===== src/rtl/datapath_pkg.sv =====
// Shared types and default sizes for the execution datapath and its register file.
// Pure declarations: no latency, no flow control.
package datapath_pkg;

  localparam int DW   = 16;
  localparam int NREG = 8;

  typedef enum logic [1:0] {ADD  = 2'b00, SUB  = 2'b01, AND  = 2'b10, MVN  = 2'b11} alu_op_t;
  typedef enum logic [1:0] {PASS = 2'b00, LSL1 = 2'b01, LSR1 = 2'b10, ASR1 = 2'b11} shift_t;
  typedef enum logic [1:0] {
    VSEL_C     = 2'b00,
    VSEL_PC    = 2'b01,
    VSEL_IMM8  = 2'b10,
    VSEL_MDATA = 2'b11
  } vsel_t;

endpackage


===== src/rtl/regfile.sv =====
// NREG x DW register file: combinational read, one write port; write visible one edge later.
// Always accepts writes; no backpressure.
module regfile
  import datapath_pkg::*;
#(
  parameter int W  = DW,
  parameter int N  = NREG,
  parameter int AW = $clog2(N)
) (
  input  logic          clk,
  input  logic          reset,
  input  logic          write,
  input  logic [AW-1:0] writenum,
  input  logic [AW-1:0] readnum,
  input  logic [W-1:0]  data_in,
  output logic [W-1:0]  data_out
);

  logic [W-1:0] regs [N];

  // No write bypass: a same-index read during a write returns the old value.
  assign data_out = regs[readnum];

  always_ff @(posedge clk or negedge reset) begin
    if (!reset) begin
      for (int i = 0; i < N; i++) regs[i] <= '0;
    end else if (write) begin
      regs[writenum] <= data_in;
    end
  end

endmodule


===== src/rtl/simple_datapath.sv =====
// Execution datapath: register file, A/B operands, shifter, ALU, result C and {V,N,Z} status.
// One edge per stage (R->A/B->C->R); strobes are obeyed every cycle, no backpressure.
module simple_datapath
  import datapath_pkg::*;
(
  input  logic          clk,
  input  logic          reset,
  input  logic [2:0]    readnum,
  input  logic [2:0]    writenum,
  input  logic          write,
  input  logic [1:0]    vsel,
  input  logic          loada,
  input  logic          loadb,
  input  logic [1:0]    shift,
  input  logic          asel,
  input  logic          bsel,
  input  logic [1:0]    ALUop,
  input  logic          loadc,
  input  logic          loads,
  input  logic [DW-1:0] mdata,
  input  logic [DW-1:0] sximm8,
  input  logic [DW-1:0] sximm5,
  input  logic [7:0]    PC,
  output logic [DW-1:0] datapath_out,
  output logic [2:0]    Z_out
);

  logic [DW-1:0] data_in;
  logic [DW-1:0] rf_out;
  logic [DW-1:0] a_q;
  logic [DW-1:0] b_q;
  logic [DW-1:0] c_q;
  logic [2:0]    status_q;
  logic [DW-1:0] sh_out;
  logic [DW-1:0] ain;
  logic [DW-1:0] bin;
  logic [DW-1:0] alu_res;
  logic          alu_v;

  always_comb begin
    data_in = '0;
    case (vsel_t'(vsel))
      VSEL_C:     data_in = c_q;
      VSEL_PC:    data_in = {{(DW-8){1'b0}}, PC};
      VSEL_IMM8:  data_in = sximm8;
      VSEL_MDATA: data_in = mdata;
      default:    data_in = '0;
    endcase
  end

  regfile #(.W(DW), .N(NREG)) u_regfile (
    .clk      (clk),
    .reset    (reset),
    .write    (write),
    .writenum (writenum),
    .readnum  (readnum),
    .data_in  (data_in),
    .data_out (rf_out)
  );

  always_ff @(posedge clk or negedge reset) begin
    if (!reset) begin
      a_q <= '0;
      b_q <= '0;
    end else begin
      if (loada) a_q <= rf_out;
      if (loadb) b_q <= rf_out;
    end
  end

  always_comb begin
    sh_out = b_q;
    case (shift_t'(shift))
      PASS:    sh_out = b_q;
      LSL1:    sh_out = {b_q[DW-2:0], 1'b0};
      LSR1:    sh_out = {1'b0, b_q[DW-1:1]};
      ASR1:    sh_out = {b_q[DW-1], b_q[DW-1:1]};
      default: sh_out = b_q;
    endcase
  end

  assign ain = asel ? '0 : a_q;
  assign bin = bsel ? sximm5 : sh_out;

  // Signed overflow: operands agree in sign (ADD) or differ (SUB), and the result sign flips.
  always_comb begin
    alu_res = '0;
    alu_v   = 1'b0;
    case (alu_op_t'(ALUop))
      ADD: begin
        alu_res = ain + bin;
        alu_v   = (ain[DW-1] == bin[DW-1]) && (alu_res[DW-1] != ain[DW-1]);
      end
      SUB: begin
        alu_res = ain - bin;
        alu_v   = (ain[DW-1] != bin[DW-1]) && (alu_res[DW-1] != ain[DW-1]);
      end
      AND:     alu_res = ain & bin;
      MVN:     alu_res = ~bin;
      default: alu_res = '0;
    endcase
  end

  always_ff @(posedge clk or negedge reset) begin
    if (!reset) begin
      c_q      <= '0;
      status_q <= 3'b000;
    end else begin
      if (loadc) c_q      <= alu_res;
      if (loads) status_q <= {alu_v, alu_res[DW-1], (alu_res == '0)};
    end
  end

  assign datapath_out = c_q;
  assign Z_out        = status_q;

endmodule


===== config.mk =====
export PLATFORM = sky130hd
export DESIGN_NAME = simple_datapath
export DESIGN_NICKNAME = d
export VERILOG_FILES = /design/src/rtl/datapath_pkg.sv /design/src/rtl/regfile.sv /design/src/rtl/simple_datapath.sv
export SDC_FILE = /design/constraint.sdc
export NUM_CORES = 1
export LEC_CHECK = 0
export CAP_MARGIN = 20
export CORE_ASPECT_RATIO = 2
export CORE_MARGIN = 1.5
export CORE_UTILIZATION = 45
export CTS_CLUSTER_SIZE = 10
export DETAILED_ROUTE_END_ITERATION = 12
export GPL_TIMING_DRIVEN = 0
export HOLD_SLACK_MARGIN = 0.12
export MAX_ROUTING_LAYER = met4
export PLACE_DENSITY = 0.61
export SETUP_SLACK_MARGIN = 0.3
export SYNTH_ARGS = -nofsm -noshare
export SYNTH_HDL_FRONTEND = slang
export SYNTH_SLANG_ARGS = --single-unit

===== constraint.sdc =====
create_clock -name clk -period 6 [get_ports clk]
set_clock_uncertainty 0.05 [all_clocks]
set_input_delay 1.5 -clock clk [delete_from_list [all_inputs] [get_ports clk]]
set_output_delay 1.5 -clock clk [all_outputs]
set_load 0.005 [all_outputs]

# --- Yosys cells after proc, flatten, opt, wreduce, memory -nomap -nowiden ---
# Index checks and enable logic that the tools add are counted.
totals:
  inputBits: 77
  register_bits: 179
  elab_cells: 53
  out_inout_bits: 19
classes:
  bitwise_logic: 4
  muxes: 12
  n_reduce_logical: 7
  n_addsub: 2
  magnitude_cmp: 3
  eq_ne: 13
op_table:
  columns: ["cell", "count"]
  rows:
  - ["$pmux 16 s4", 3]
  - ["$bwmux 128", 1]
  - ["$mux 16", 5]
  - ["$bmux 16 s3", 1]
  - ["$demux 16 s3", 1]
  - ["$add 16x16->16", 1]
  - ["$and 16x16->16", 1]
  - ["$logic_not 16->1", 1]
  - ["$not 16->16", 1]
  - ["$sub 16x16->16", 1]
  - ["$eq 2x2->1 const B", 6]
  - ["$ge 4x4->1 const B", 2]
  - ["$not 3->4", 2]
  - ["$eq 2x1->1 const B", 3]
  - ["$logic_not 2->1", 3]
  - ["$lt 4x1->1 const B", 1]
  - ["$logic_and 1x1->1", 3]
  - ["$ne 1x1->1", 3]
  - ["$pmux 1 s2", 1]
  - ["$eq 1x1->1", 1]

# --- Logic depth before layout (Yosys ltp) ---
logic_depth:
  ltp_word: 7
  depth_mapped: 18
  ltp_nobuf: 15

# --- Modules after synthesis ---
# From an unflattened synthesis, not the netlist that was laid out.
unflattened:
  hier_cells: 871
  area_unflattened_um2: 10842.9
by_module_without_submodules:
  columns: ["mod", "cells_per_inst", "area_per_inst_um2", "seq_area_each_um2", "n_inst"]
  rows:
  - ["regfile", 336, 5930.7, 3203.1, 1]
  - ["simple_datapath", 535, 4912.2, 1276.2, 1]

# --- Least setup slack after synthesis ---
# Ideal clock, no wire load.
synth_path:
  path_type: "input to register"
  start: "input port shift[0]"
  end: "register status_q[0], in the netlist Z_out[0]"
  path_buffers: 3
  required_time_ns: 5.847
  t_arrival_ns: 4.553
  cell_stages: 17
  setup_ns: 0.103
  slack_ns: 1.294
  cell_sequence: "buf_6 -> buf_4 -> mux2_2 -> nand2_1 -> a21oi_1 -> a21oi_1 -> inv_1 -> ha_1 -> buf_2 -> a21o_1 -> a2111oi_2 -> or2_4 -> o21bai_2 -> a21oi_2 -> mux2i_1 -> a2111oi_4 -> o41ai_2"
synth_between:
  elab_chain_len: 6
  elab_cells_between_ends: 12
  cone_classes: "add/sub (2); eq/ne (3); mux (3); bitwise (2); reduce/logical (2)"
synth_rtl:
  columns: ["element", "line_no", "rtl"]
  rows:
  - ["from (decl)", "simple_datapath.sv:14", "input logic [1:0] shift,"]
  - ["$eq 2x2->1, or another cell as far along", "simple_datapath.sv:73", "case (shift_t'(shift))"]
  - ["$pmux 16 s4 *", "simple_datapath.sv:73", null]
  - ["$mux 16 *", "simple_datapath.sv:83", "assign bin = bsel ? sximm5 : sh_out;"]
  - ["$sub 16x16->16, or another cell as far along", "simple_datapath.sv:95", "alu_res = ain - bin;"]
  - ["$pmux 16 s4 *", "simple_datapath.sv:89", "case (alu_op_t'(ALUop))"]
  - ["$logic_not 16->1 *", "simple_datapath.sv:110", "if (loads) status_q <= {alu_v, alu_res[DW-1], (alu_res == '0)};"]
  - ["to (signal assigned)", "simple_datapath.sv:110", null]
  - ["to (decl)", "simple_datapath.sv:33", "logic [2:0] status_q;"]
# Every way passes the cells marked *; elsewhere a longest branch is shown, timed or not.
# A chain may end at the register's enable or synchronous reset.

# --- Worst setup path after layout ---
layout_path:
  start: "input port asel"
  end: "register status_q[0], in the netlist Z_out[0]"
layout_between:
  elab_chain_len: 4
  elab_cells_between_ends: 6
  cone_classes: "add/sub (2); mux (2); bitwise (1); reduce/logical (1)"
layout_rtl:
  columns: ["element", "line_no", "rtl"]
  rows:
  - ["from (decl)", "simple_datapath.sv:15", "input logic asel,"]
  - ["$mux 16 *", "simple_datapath.sv:82", "assign ain = asel ? '0 : a_q;"]
  - ["$sub 16x16->16, or another cell as far along", "simple_datapath.sv:95", null]
  - ["$pmux 16 s4 *", "simple_datapath.sv:89", null]
  - ["$logic_not 16->1 *", "simple_datapath.sv:110", null]
# Marks and branches as above.

==> flow_summary.yaml <==
status:
  status: "finished clean"
hold_path:
  hold_start: "u_regfile.regs[29]"
  hp-class: "flop to flop"
power:
  p_leak_nw: 5.21
  p_total_mw: 4.20
  ir_drop_mv: 0.281
  powerDensity_mw_per_mm2: 342
timing:
  rsz0062_at_grt: "false"
  relSlewSlack: 0.329
  tightest_slew_ns: 1.01
  worst_slack_ns: 0.540
  hold_viol_final: 0
  hold_ws_ns: 0.425
  period_share: 0.910
  final.setup.tns_ns: 0
  fmax_mhz: 183
  min_period_ns: 5.46
  final-setup-viol-count: 0
  timing_max_transition_violations_final: 0
layout:
  final_common_cell: "dfrtp_1"
  drive_gt1_frac: 0.175
  final_cells: 1385
  layout.nets: 1205
  final_area_mm2: 0.0123
  antenna_cells: 0
  final_cell_mix: "179 x dfrtp_1, 110 x a21oi_1, 108 x nor2_1"
  area_growth_pct: 17.6
  fin_util: 0.540
global_route:
  antenna_found_initial: 0
  grt_pass1_wl_um: 45800
  grt_max_degree: 111
  global_route.overflow_total: 0
  grt_pass1_vias: 8152
  grt_usage: 0.258
cts:
  cts_tree: "yes"
  htreeDepth: 4
  clk-insertion-delay-late_ns: 0.43
  cts_setup_buffers: 0
  cts_buffers: 17
  cts.clk_slew.worst_paths_ns: 0.06
  cts_buffer_depth: 2
  postCtsHoldBufs: 0
  cts-root-buf: "clkbuf_16"
  cts.sink_count: 179
yosys:
  synth-edff-count: 0
  ys.flop_type: "dfrtp_1"
  synth-seq-cells: 179
  ys_seq_area_frac: 0.429
  syn_nets: 1099
  ys_async_sr_fraction: 1.00
  synth_warnings: 0
  synth_cell_types: 73
  syn_inst: 987
  synth_area_per_cell_um2: 10.6
  netlist_area_mm2: 0.0104
routing:
  first_pass_iters: 5
  drt-wirelength-per-cell_um: 21.4
  vias: 7887
  drc_errors: 0
  totalWireLength_um: 29600
  ant_nets: 0
  drt-vias-per-instance: 5.69
  drt-initial-drc-count: 357
die:
  die_h_um: 218
  die_w_um: 111
  die-area_mm2: 0.0242
  rows: 78
  coreArea_mm2: 0.0227
  num_io_pins: 96
  initial_core_util: 0.459
worst_setup_path:
  critical_path_class: "primary input to flop"
  r2r_start: "b_q[1]"
  endpoint_kind: "flop"
  crit_arrival_ns: 5.74
  path_max_fanout: 10
  crit_required_ns: 6.28
  start_kind: "primary input"
  worstSetupStartpoint: "asel"
place:
  io_buffers: 85
  place_ws_ns: -0.0238
  placed_area_mm2: 0.0117
  dpl.hpwl_um: 24100
  dpl.cell_count: 1353
  gp_congestion: 0.935
job:
  timing.max_cap.violations: 0
## synthesized netlist by cell type (all sizes together) (7+ instances only)
cell,n,share of area
nor4,7,0.0054
mux4,42,0.091
a21oi,111,0.054
mux2i,41,0.039
mux2,90,0.097
nor2,108,0.039
inv,38,0.014
dfrtp,179,0.43
nor3,12,0.0068
ha,33,0.040
nand2b,11,0.0066
clkbuf,44,0.016
buf,16,0.0081
nand2,70,0.025
a22oi,11,0.0079
nor2b,20,0.012
o21ai,63,0.031
## logic make-up (layout without fill, tap and decap cells)
kind of cell	count (synthesis)	count (layout)	share of synthesized area
xor gates and xnor gates	10	10	0.00838
AOI/OAI and AO/OA	241	241	0.144
muxes	173	173	0.227
adders and majority gates	35	35	0.0434
buffers and inverters	99	217	0.0380
and+or+nand+nor	250	250	0.111
DFF	179	179	0.429
## final timing paths
path / end / slack (ns) / cells past startpoint
worst max-delay path: Z_out[0] / 0.54 / 13
worst min-delay path: u_regfile.regs[29] / 0.43 / 2
worst max register to register: Z_out[0] / 1.96 / 14
worst min register to register: u_regfile.regs[29] / 0.43 / 2
max in group asynchronous: a_q[14] / 4.00 / 2
min in group asynchronous: u_regfile.regs[97] / 0.97 / 1
## layout make-up
| cell class | count | area, um^2 |
|---|---|---|
| buffer | 60 | 250 |
| multi-input combinational | 709 | 5570 |
| fill | 2071 | 10500 |
| clock inverter | 7 | 97.6 |
| clock buffer | 24 | 502 |
| tap | 280 | 350 |
| inverter | 39 | 146 |
| timing repair buffer | 87 | 888 |
| sequential | 179 | 4480 |
## flip-flops by register name, summed over array words and instances (netlist names)
signal          count
u_regfile.regs    128
Z_out               3
datapath_out       16
b_q                16
a_q                16
## report_power, final
part / internal (mW) / total, mW / switching (mW)
combinational: 0.677 / 1.36 / 0.682
clock: 0.667 / 1.12 / 0.454
sequential: 1.53 / 1.72 / 0.193
total: 2.87 / 4.20 / 1.33
## metal layers
| metal | GRT usage | up-vias | routed length [um] |
|---|---|---|---|
| li1 | - | 3781 | - |
| met1 | 0.250 | 3888 | 10500 |
| met2 | 0.498 | 154 | 17100 |
| met3 | 0.0324 | 64 | 638 |
| met4 | 0.126 | 0 | 1350 |
| met5 | - | - | 0 |
## critical path, cell delays in order
cell             delay (ns)
clkdlybuf4s50_1        0.70
clkbuf_1               0.51
nor2b_1                0.25
ha_1                   0.42
nor2_1                 0.07
o311ai_1               0.56
and2_1                 0.36
o41ai_4                0.15
a311oi_2               0.38
nand2b_1               0.15
a41o_1                 0.26
nand4_1                0.16
o41ai_2                0.26
## repair_timing
item | in CTS | in global routing
gates resized for setup | 0 | 1
endpoints found under the setup margin | 0 | 1
endpoints found under the hold margin | 0 | 0
(Power assumes the default switching activity.)
